===== config.mk =====
export PLATFORM = sky130hd
export DESIGN_NAME = lsu_wb_master_flat
export DESIGN_NICKNAME = d
export VERILOG_FILES = /design/src/rtl/lsu_wb_master_if.sv /design/src/rtl/lsu_wb_master.sv /design/src/flat_wrapper.sv
export SDC_FILE = /design/constraint.sdc
export NUM_CORES = 1
export LEC_CHECK = 0
export ABC_AREA = 1
export BUFFER_PORTS_ARGS = -buffer_cell sky130_fd_sc_hd__buf_2
export CORE_MARGIN = 5
export CORE_UTILIZATION = 52
export CTS_CLUSTER_DIAMETER = 80
export DETAILED_ROUTE_END_ITERATION = 7
export GPL_TIMING_DRIVEN = 0
export PLACE_DENSITY = 0.89
export RECOVER_POWER = 50
export SLEW_MARGIN = 0
export SYNTH_ARGS = -nofsm -noshare
export SYNTH_HDL_FRONTEND = slang
export SYNTH_SLANG_ARGS = --single-unit

===== constraint.sdc =====
create_clock -name clk_i -period 4.1 [get_ports clk_i]
set_clock_uncertainty 0.1 [all_clocks]
set_input_delay 0.615 -clock clk_i [delete_from_list [all_inputs] [get_ports clk_i]]
set_output_delay 0.615 -clock clk_i [all_outputs]
set_load 0.1 [all_outputs]

===== src/rtl/lsu_wb_master_if.sv =====
// Classic Wishbone data bus between the LSU bridge (master) and WB data slaves.
// Signal names follow the master's view of the bus.
interface lsu_wb_master_if;
   logic        cyc_o;
   logic        stb_o;
   logic [31:0] adr_o;
   logic        we_o;
   logic [3:0]  sel_o;
   logic [31:0] dat_o;
   logic [31:0] dat_i;
   logic        ack_i;

   modport master (
      output cyc_o, stb_o, adr_o, we_o, sel_o, dat_o,
      input  dat_i, ack_i
   );

   modport slave (
      input  cyc_o, stb_o, adr_o, we_o, sel_o, dat_o,
      output dat_i, ack_i
   );
endinterface


===== src/rtl/lsu_wb_master.sv =====
// Load/store unit to Wishbone bridge: one request -> one classic WB cycle -> one response.
// Handles lane select, store replication, load extraction/extension, misalignment and ack timeout.
module lsu_wb_master #(
   parameter int unsigned ACK_TIMEOUT = 16
) (
   input  logic            clk_i,
   input  logic            rst_i,
   input  logic            req_valid_i,
   output logic            req_ready_o,
   input  logic            req_we_i,
   input  logic [31:0]     req_addr_i,
   input  logic [1:0]      req_size_i,
   input  logic            req_unsigned_i,
   input  logic [31:0]     req_wdata_i,
   output logic            rsp_valid_o,
   output logic [31:0]     rsp_rdata_o,
   output logic            rsp_err_o,
   lsu_wb_master_if.master wb
);

   localparam logic [1:0] SIZE_BYTE = 2'b00;
   localparam logic [1:0] SIZE_HALF = 2'b01;
   localparam logic [1:0] SIZE_WORD = 2'b10;

   // Counter only needs to reach ACK_TIMEOUT-1; the abort fires on the cycle it sits there.
   localparam int unsigned TMR_W = (ACK_TIMEOUT > 2) ? $clog2(ACK_TIMEOUT) : 1;
   localparam bit TMR_EN = (ACK_TIMEOUT != 0);
   localparam logic [TMR_W-1:0] TMR_LAST = TMR_W'((ACK_TIMEOUT == 0) ? 0 : ACK_TIMEOUT - 1);

   typedef enum logic [1:0] {
      ST_IDLE,
      ST_BUS,
      ST_RESP
   } state_t;

   state_t            state_reg;
   logic              cyc_reg;
   logic              we_reg;
   logic [31:0]       adr_reg;
   logic [3:0]        sel_reg;
   logic [31:0]       dat_reg;
   logic [1:0]        lane_reg;
   logic [1:0]        size_reg;
   logic              uns_reg;
   logic [TMR_W-1:0]  tmr_reg;
   logic              rsp_valid_reg;
   logic              rsp_err_reg;
   logic [31:0]       rsp_rdata_reg;

   logic              req_bad;
   logic [3:0]        sel_next;
   logic [31:0]       wdata_next;
   logic [7:0]        rd_lane [4];
   logic [7:0]        rd_byte;
   logic [15:0]       rd_half;
   logic [31:0]       load_ext;

   assign req_bad = (req_size_i == 2'b11)
                 || (req_size_i == SIZE_HALF && req_addr_i[0])
                 || (req_size_i == SIZE_WORD && req_addr_i[1:0] != 2'b00);

   // Per-lane select, store replication and load lane slicing.
   genvar gi;
   generate
      for (gi = 0; gi < 4; gi++) begin : g_lane
         assign sel_next[gi] = (req_size_i == SIZE_WORD)
                            || (req_size_i == SIZE_BYTE && req_addr_i[1:0] == 2'(gi))
                            || (req_size_i == SIZE_HALF && req_addr_i[1] == 1'(gi / 2));

         assign wdata_next[8*gi +: 8] = (req_size_i == SIZE_BYTE) ? req_wdata_i[7:0]
                                      : (req_size_i == SIZE_HALF) ? req_wdata_i[8*(gi%2) +: 8]
                                      : req_wdata_i[8*gi +: 8];

         assign rd_lane[gi] = wb.dat_i[8*gi +: 8];
      end
   endgenerate

   assign rd_byte = rd_lane[lane_reg];
   assign rd_half = lane_reg[1] ? wb.dat_i[31:16] : wb.dat_i[15:0];

   always_comb begin
      load_ext = wb.dat_i;
      case (size_reg)
         SIZE_BYTE: load_ext = {{24{~uns_reg & rd_byte[7]}}, rd_byte};
         SIZE_HALF: load_ext = {{16{~uns_reg & rd_half[15]}}, rd_half};
         default:   load_ext = wb.dat_i;
      endcase
   end

   always_ff @(posedge clk_i) begin
      if (rst_i) begin
         state_reg     <= ST_IDLE;
         cyc_reg       <= 1'b0;
         we_reg        <= 1'b0;
         adr_reg       <= '0;
         sel_reg       <= '0;
         dat_reg       <= '0;
         lane_reg      <= '0;
         size_reg      <= '0;
         uns_reg       <= 1'b0;
         tmr_reg       <= '0;
         rsp_valid_reg <= 1'b0;
         rsp_err_reg   <= 1'b0;
         rsp_rdata_reg <= '0;
      end else begin
         case (state_reg)
            ST_IDLE: begin
               if (req_valid_i) begin
                  lane_reg <= req_addr_i[1:0];
                  size_reg <= req_size_i;
                  uns_reg  <= req_unsigned_i;
                  we_reg   <= req_we_i;
                  tmr_reg  <= '0;
                  if (req_bad) begin
                     state_reg     <= ST_RESP;
                     rsp_valid_reg <= 1'b1;
                     rsp_err_reg   <= 1'b1;
                     rsp_rdata_reg <= '0;
                  end else begin
                     state_reg <= ST_BUS;
                     cyc_reg   <= 1'b1;
                     adr_reg   <= {req_addr_i[31:2], 2'b00};
                     sel_reg   <= sel_next;
                     dat_reg   <= wdata_next;
                  end
               end
            end

            ST_BUS: begin
               if (wb.ack_i) begin
                  state_reg     <= ST_RESP;
                  cyc_reg       <= 1'b0;
                  rsp_valid_reg <= 1'b1;
                  rsp_err_reg   <= 1'b0;
                  rsp_rdata_reg <= we_reg ? 32'h0 : load_ext;
               end else if (TMR_EN && tmr_reg == TMR_LAST) begin
                  state_reg     <= ST_RESP;
                  cyc_reg       <= 1'b0;
                  rsp_valid_reg <= 1'b1;
                  rsp_err_reg   <= 1'b1;
                  rsp_rdata_reg <= '0;
               end else begin
                  tmr_reg <= tmr_reg + 1'b1;
               end
            end

            ST_RESP: begin
               state_reg     <= ST_IDLE;
               rsp_valid_reg <= 1'b0;
               rsp_err_reg   <= 1'b0;
               rsp_rdata_reg <= '0;
            end

            default: state_reg <= ST_IDLE;
         endcase
      end
   end

   assign req_ready_o = (state_reg == ST_IDLE);
   assign rsp_valid_o = rsp_valid_reg;
   assign rsp_err_o   = rsp_err_reg;
   assign rsp_rdata_o = rsp_rdata_reg;

   assign wb.cyc_o = cyc_reg;
   assign wb.stb_o = cyc_reg;
   assign wb.adr_o = adr_reg;
   assign wb.we_o  = we_reg;
   assign wb.sel_o = sel_reg;
   assign wb.dat_o = dat_reg;

endmodule


===== src/flat_wrapper.sv =====
// flat-port wrapper written by rule: the top's interface ports become plain ports
module lsu_wb_master_flat 
#(
   parameter int unsigned ACK_TIMEOUT = 16
)
  (clk_i, rst_i, req_valid_i, req_ready_o, req_we_i, req_addr_i, req_size_i, req_unsigned_i, req_wdata_i, rsp_valid_o, rsp_rdata_o, rsp_err_o, wb_cyc_o, wb_stb_o, wb_adr_o, wb_we_o, wb_sel_o, wb_dat_o, wb_dat_i, wb_ack_i);
  lsu_wb_master_if wb_i ();
  input  logic clk_i;
  input  logic rst_i;
  input  logic req_valid_i;
  output logic req_ready_o;
  input  logic req_we_i;
  input  logic [31:0] req_addr_i;
  input  logic [1:0] req_size_i;
  input  logic req_unsigned_i;
  input  logic [31:0] req_wdata_i;
  output logic rsp_valid_o;
  output logic [31:0] rsp_rdata_o;
  output logic rsp_err_o;
  output wire logic [$bits(wb_i.cyc_o)-1:0] wb_cyc_o;
  output wire logic [$bits(wb_i.stb_o)-1:0] wb_stb_o;
  output wire logic [$bits(wb_i.adr_o)-1:0] wb_adr_o;
  output wire logic [$bits(wb_i.we_o)-1:0] wb_we_o;
  output wire logic [$bits(wb_i.sel_o)-1:0] wb_sel_o;
  output wire logic [$bits(wb_i.dat_o)-1:0] wb_dat_o;
  input wire logic [$bits(wb_i.dat_i)-1:0] wb_dat_i;
  input wire logic [$bits(wb_i.ack_i)-1:0] wb_ack_i;
  assign wb_cyc_o = wb_i.cyc_o;
  assign wb_stb_o = wb_i.stb_o;
  assign wb_adr_o = wb_i.adr_o;
  assign wb_we_o = wb_i.we_o;
  assign wb_sel_o = wb_i.sel_o;
  assign wb_dat_o = wb_i.dat_o;
  assign wb_i.dat_i = wb_dat_i;
  assign wb_i.ack_i = wb_ack_i;
  lsu_wb_master #(.ACK_TIMEOUT(ACK_TIMEOUT)) u_core (.clk_i(clk_i), .rst_i(rst_i), .req_valid_i(req_valid_i), .req_ready_o(req_ready_o), .req_we_i(req_we_i), .req_addr_i(req_addr_i), .req_size_i(req_size_i), .req_unsigned_i(req_unsigned_i), .req_wdata_i(req_wdata_i), .rsp_valid_o(rsp_valid_o), .rsp_rdata_o(rsp_rdata_o), .rsp_err_o(rsp_err_o), .wb(wb_i));
endmodule

Word level (Yosys, flattened, before mapping)
Index checks and enable logic that the tools add are counted.

word-level totals
  flip-flop bits (word level) = 113
  logic and storage cells = 105

operators by class
  equal/unequal tests = 16
  reductions and logical operators = 31
  order comparisons = 1
  muxes and demuxes = 37
  bitwise gates (word level) = 6
  add/sub/neg operators = 1

operator list
  operator               number
  $mux W32               5
  $pmux W32 S3           1
  $pmux W32 S2           1
  $mux W8                7
  $bmux W8 S2            1
  $mux W16               1
  $mux W4                3
  $reduce_and A4 Y1      3
  $eq A2 B2 Y1 const B   5
  $logic_or A1 B1 Y1     10
  $mux W1                9
  $eq A2 B1 Y1 const B   4
  $logic_and A1 B1 Y1    8
  $logic_not A2 Y1       4
  $mux W2                4
  $ne A2 B2 Y1 const B   4
  $pmux W4 S2            1
  $pmux W1 S3            2
  $add A4 B1 Y4 const B  1
  $eq A4 B4 Y1 const B   1
  $pmux W2 S2            1
  $reduce_and A2 Y1      2
  $reduce_bool A2 Y1     2
  $ge A3 B3 Y1 const B   1
  other kinds (8)        11

Depth between registers and ports, before layout
  word-level depth = 9
  mapped depth = 11

Least setup slack after synthesis
Ideal clock, no wire load.

  kind = register to output
  from = reg u_core.cyc_reg, in the netlist u_core.wb.cyc_o
  to = out wb_stb_o
  cell stages (with the launch flop) = 2
  slack = 2017 ps
  data arrival time = 1368 ps
  cells stage by stage = dfxtp_1 -> buf_4

RTL lines
  element                   line                  RTL
  start: declaration        lsu_wb_master.sv:37   logic cyc_reg;
  start signal: assignment  lsu_wb_master.sv:93   cyc_reg <= 1'b0;
  start signal: assignment  lsu_wb_master.sv:121  cyc_reg <= 1'b1;
  start signal: assignment  lsu_wb_master.sv:132  cyc_reg <= 1'b0;
  end: declaration          flat_wrapper.sv:21    output wire logic [$bits(wb_i.stb_o)-1:0] wb_stb_o;

No word-level cell between the ends.

Worst setup path after layout
  from = reg u_core.state_reg[0]
  to = out req_ready_o

on the way
  word-level cells in the longest chain between the ends = 1

ends and longest elaborated chain
  element                   line                  RTL
  start: declaration        lsu_wb_master.sv:36   state_t state_reg;
  start signal: assignment  lsu_wb_master.sv:92   state_reg <= ST_IDLE;
  start signal: assignment  lsu_wb_master.sv:115  state_reg <= ST_RESP;
  start signal: assignment  lsu_wb_master.sv:120  state_reg <= ST_BUS;
  $logic_not A2 Y1          lsu_wb_master.sv:159  assign req_ready_o = (state_reg == ST_IDLE);
  end: declaration          flat_wrapper.sv:11    output logic req_ready_o;

No other way between the ends.

==> results.py <==
metrics = {
    "yosys": {
        "synth_edf_count": 0,
        "yosys_warnings": 0,
        "yosys.area_share.simple_pct": 27.7,
        "muxShareOfSynthArea_pct": 0,
        "synth_ff_type": "dfxtp_1",
        "syn_area_um2": 5240,
        "synth_top_family_by_area": "simple AND/OR/NAND/NOR gates",
        "avgSynthCellArea_um2": 7.28,
        "synth_compound_area_share_pct": 19.9,
        "synth-xor-area-share_pct": 0,
        "synth_seq_cells": 113,
        "synth_adder_area_share_pct": 0.239,
        "syn_inst": 719,
        "synthDistinctLibCells": 34,
        "yosysSeqAreaShare_pct": 43.2,
        "synthArstFlopShare_pct": 0,
    },
    "power_and_ir_drop": {
        "finalPower_uw": 3620,
        "pwr-share-seq_pct": 33.2,
        "switching_power_uw": 1330,
        "swShare_pct": 36.7,
        "power_frac_comb_pct": 26.9,
        "p_leak_uw": 0.00350,
        "ir_worst_vdd_mv": 0.344,
        "powerDensity_nw_per_um2": 527,
        "clock_power_share_pct": 39.8,
        "internal_power_uw": 2300,
    },
    "timing": {
        "grt_setup_unrepaired": "no",
        "hold_viol": 0,
        "tightestPinTransition_ps": 660,
        "slew_headroom_pct": 56.0,
        "tns_ps": 0,
        "fin_crit_ps": 2400,
        "drv_slew": 0,
        "fmax_mhz": 417,
        "post-route-period-util_pct": 58.6,
        "setup_viol": 0,
    },
    "clock_network": {
        "cts_resized": 0,
        "ctsHoldBuffers": 0,
        "htreeDepth": 4,
        "post_cts_buffers": 0,
        "cts_buffer_depth": 2,
        "clkSinkCount": 113,
        "clk_pin_slew_ps": 60,
        "root_buffer": "clkbuf_8",
        "cts_tree": "built",
        "clk_latency_ps": 510,
        "cts_buffers": 17,
    },
    "flow_run": {
        "maxCapViolCount": 0,
    },
    "place": {
        "dp_hpwl_mm": 12.8,
        "numPortBuffers": 206,
        "gp_congestion": 0.952,
    },
    "final_layout": {
        "final_cell_mix": "buf_2, nand2_1, dfxtp_1",
        "n_antenna_cell": 0,
        "syn_to_final_growth_pct": 31.5,
        "drive_above_1_share_pct": 29.7,
        "layout.nets": 1050,
        "layout_commonest_cell": "buf_2",
    },
    "worst_setup_path": {
        "crit_path_max_incr_delay_ps": 510,
        "critPathRequiredTime_ps": 3380,
        "cp.arrival_ps": 1690,
        "path_max_fanout": 6,
        "r2r_start": "u_core.state_reg[0]",
        "cp_top_family": "buffers and inverters",
        "critical_path_buf_inv_count": 1,
        "worstSetupStartpointType": "register",
        "end_kind": "primary output",
        "crit_chain": "nor2_1 > buf_2",
        "critPathKind": "reg -> out",
        "rr_endpoint": "u_core.wb.dat_o[13]",
        "reg2reg_depth": 7,
        "rrSetupSlack_ps": 1750,
        "critPathSlowestCell": "buf_2",
    },
    "floorplanning": {
        "start_util_pct": 53.6,
        "dieArea_um2": 12200,
        "fp.dieW_um": 110,
        "core_um2": 9770,
        "row_count": 36,
        "io_pins": 210,
        "die_y_um": 110,
    },
    "detailed_routing": {
        "wl_per_cell_um": 15.7,
        "drc": 0,
        "drt_wl_total_mm": 17.1,
        "first_pass_iters": 5,
        "vias": 5647,
        "vias_per_cell": 5.18,
        "ant_nets": 0,
        "drtIter0Drc": 289,
    },
    "status": {
        "status": "finished, final reports clean",
    },
    "grt": {
        "grt_max_degree": 17,
        "antenna_found_initial": 0,
        "track_usage_pct": 28.3,
        "grt_pass1_vias": 5525,
        "grt_pass1_wl_mm": 26.6,
        "grt_overflow_total": 0,
    },
    "hold_path": {
        "worstHoldEndpoint": "u_core.wb.adr_o[15]",
        "whs_path_depth": 3,
        "min_path_type": "in -> reg",
        "min_from": "req_addr_i[15]",
    },
}
## layout make-up
| type | instances | area [µm²] |
|---|---|---|
| Sequential cell | 113 | 2260 |
| Inverter | 35 | 133 |
| Clock inverter | 11 | 139 |
| Timing Repair Buffer | 206 | 1030 |
| Multi-Input combinational cell | 523 | 2470 |
| Fill cell | 858 | 2890 |
| Clock buffer | 20 | 435 |
| Buffer | 49 | 240 |
| Tap cell | 133 | 166 |
## metal layers
| metal | GRT usage (%) | vias to the layer above | part of all wire [%] | wire [µm] |
|---|---|---|---|---|
| met3 | 9.61 | 49 | 12 | 1970 |
| met5 | 0 | - | 0 | 0 |
| met4 | 13.8 | 0 | 3.5 | 592 |
| met1 | 32.1 | 2505 | 37 | 6370 |
| li1 | - | 2799 | - | - |
| met2 | 47.6 | 294 | 48 | 8150 |
## cell families (layout without fill, tap and decap cells)
| family | count (synthesis) | count (layout) |
|---|---|---|
| AND/OR/NAND/NOR | 337 | 337 |
| AO/OA/AOI/OAI | 183 | 183 |
| flip-flops | 113 | 113 |
| buffers and inverters | 84 | 321 |
| adder cells (fa/ha/maj) | 1 | 1 |
| other | 1 | 2 |
## power by group through the flow
stage               registers [µW]  logic (µW)  clock network [µW]
finish                        1200         975                1440
global route                  1210        1030                1510
CTS                           1210        1000                1450
detailed placement            1230         995                   0
global placement              1220         989                   0
floorplan                     1670         339                   0
## synth_stat cells (2+ instances only)
cell	count	area share, %
a21oi_1	69	6.6
a21oi_2	12	2.0
a31oi_1	2	0.24
buf_2	14	1.3
buf_4	5	0.72
buf_6	15	3.2
clkbuf_1	15	1.1
dfxtp_1	113	43
inv_1	29	2.1
inv_2	5	0.36
nand2_1	169	12
nand2_2	6	0.72
nand2_4	2	0.43
nand3_1	34	3.3
nand3_4	3	1.0
nand4_1	2	0.24
nor2_1	106	7.6
nor2_2	3	0.36
nor2_4	2	0.43
nor3_1	3	0.29
nor4_1	2	0.24
o211a_1	14	2.7
o21ai_0	60	5.7
o21ai_1	23	2.2
o21ai_2	2	0.33
## worst max path at each step
| stage | from | end | slack (ps) | cells past startpoint |
|---|---|---|---|---|
| after floorplan | u_core.wb.cyc_o | wb_stb_o | 2020 | 1 |
| after global placement | rst_i | u_core.wb.dat_o[18] | 2020 | 5 |
| after detailed placement | rst_i | u_core.wb.dat_o[21] | 1960 | 5 |
| after CTS | u_core.state_reg[0] | req_ready_o | 1810 | 2 |
| after global routing | u_core.state_reg[0] | req_ready_o | 1630 | 2 |
| final | u_core.state_reg[0] | req_ready_o | 1700 | 2 |
## worst reg2reg max path, stage by stage, from the launching register on
cell and delay (ps):
dfxtp_1 360, nor2_1 300, nand3_4 110, nor2_1 130, clkbuf_1 380, clkbuf_1 450, nand3_1 240, o211a_1 180
## through the flow
stage | area [µm²] | std cells | utilization, % | hold WS (ps) | setup slack, ps
after floorplan | 5240 | 720 | - | 357 | 2020
after global placement | 6440 | 1059 | 65.8 | 346 | 2020
after detailed placement | 6440 | 1059 | 65.8 | 352 | 1960
after CTS | 7010 | 1090 | 71.7 | 212 | 1810
after global routing | 6880 | 1090 | 70.4 | 218 | 1630
final | 6880 | 1090 | 70.4 | 222 | 1700
(Power assumes the default switching activity.)
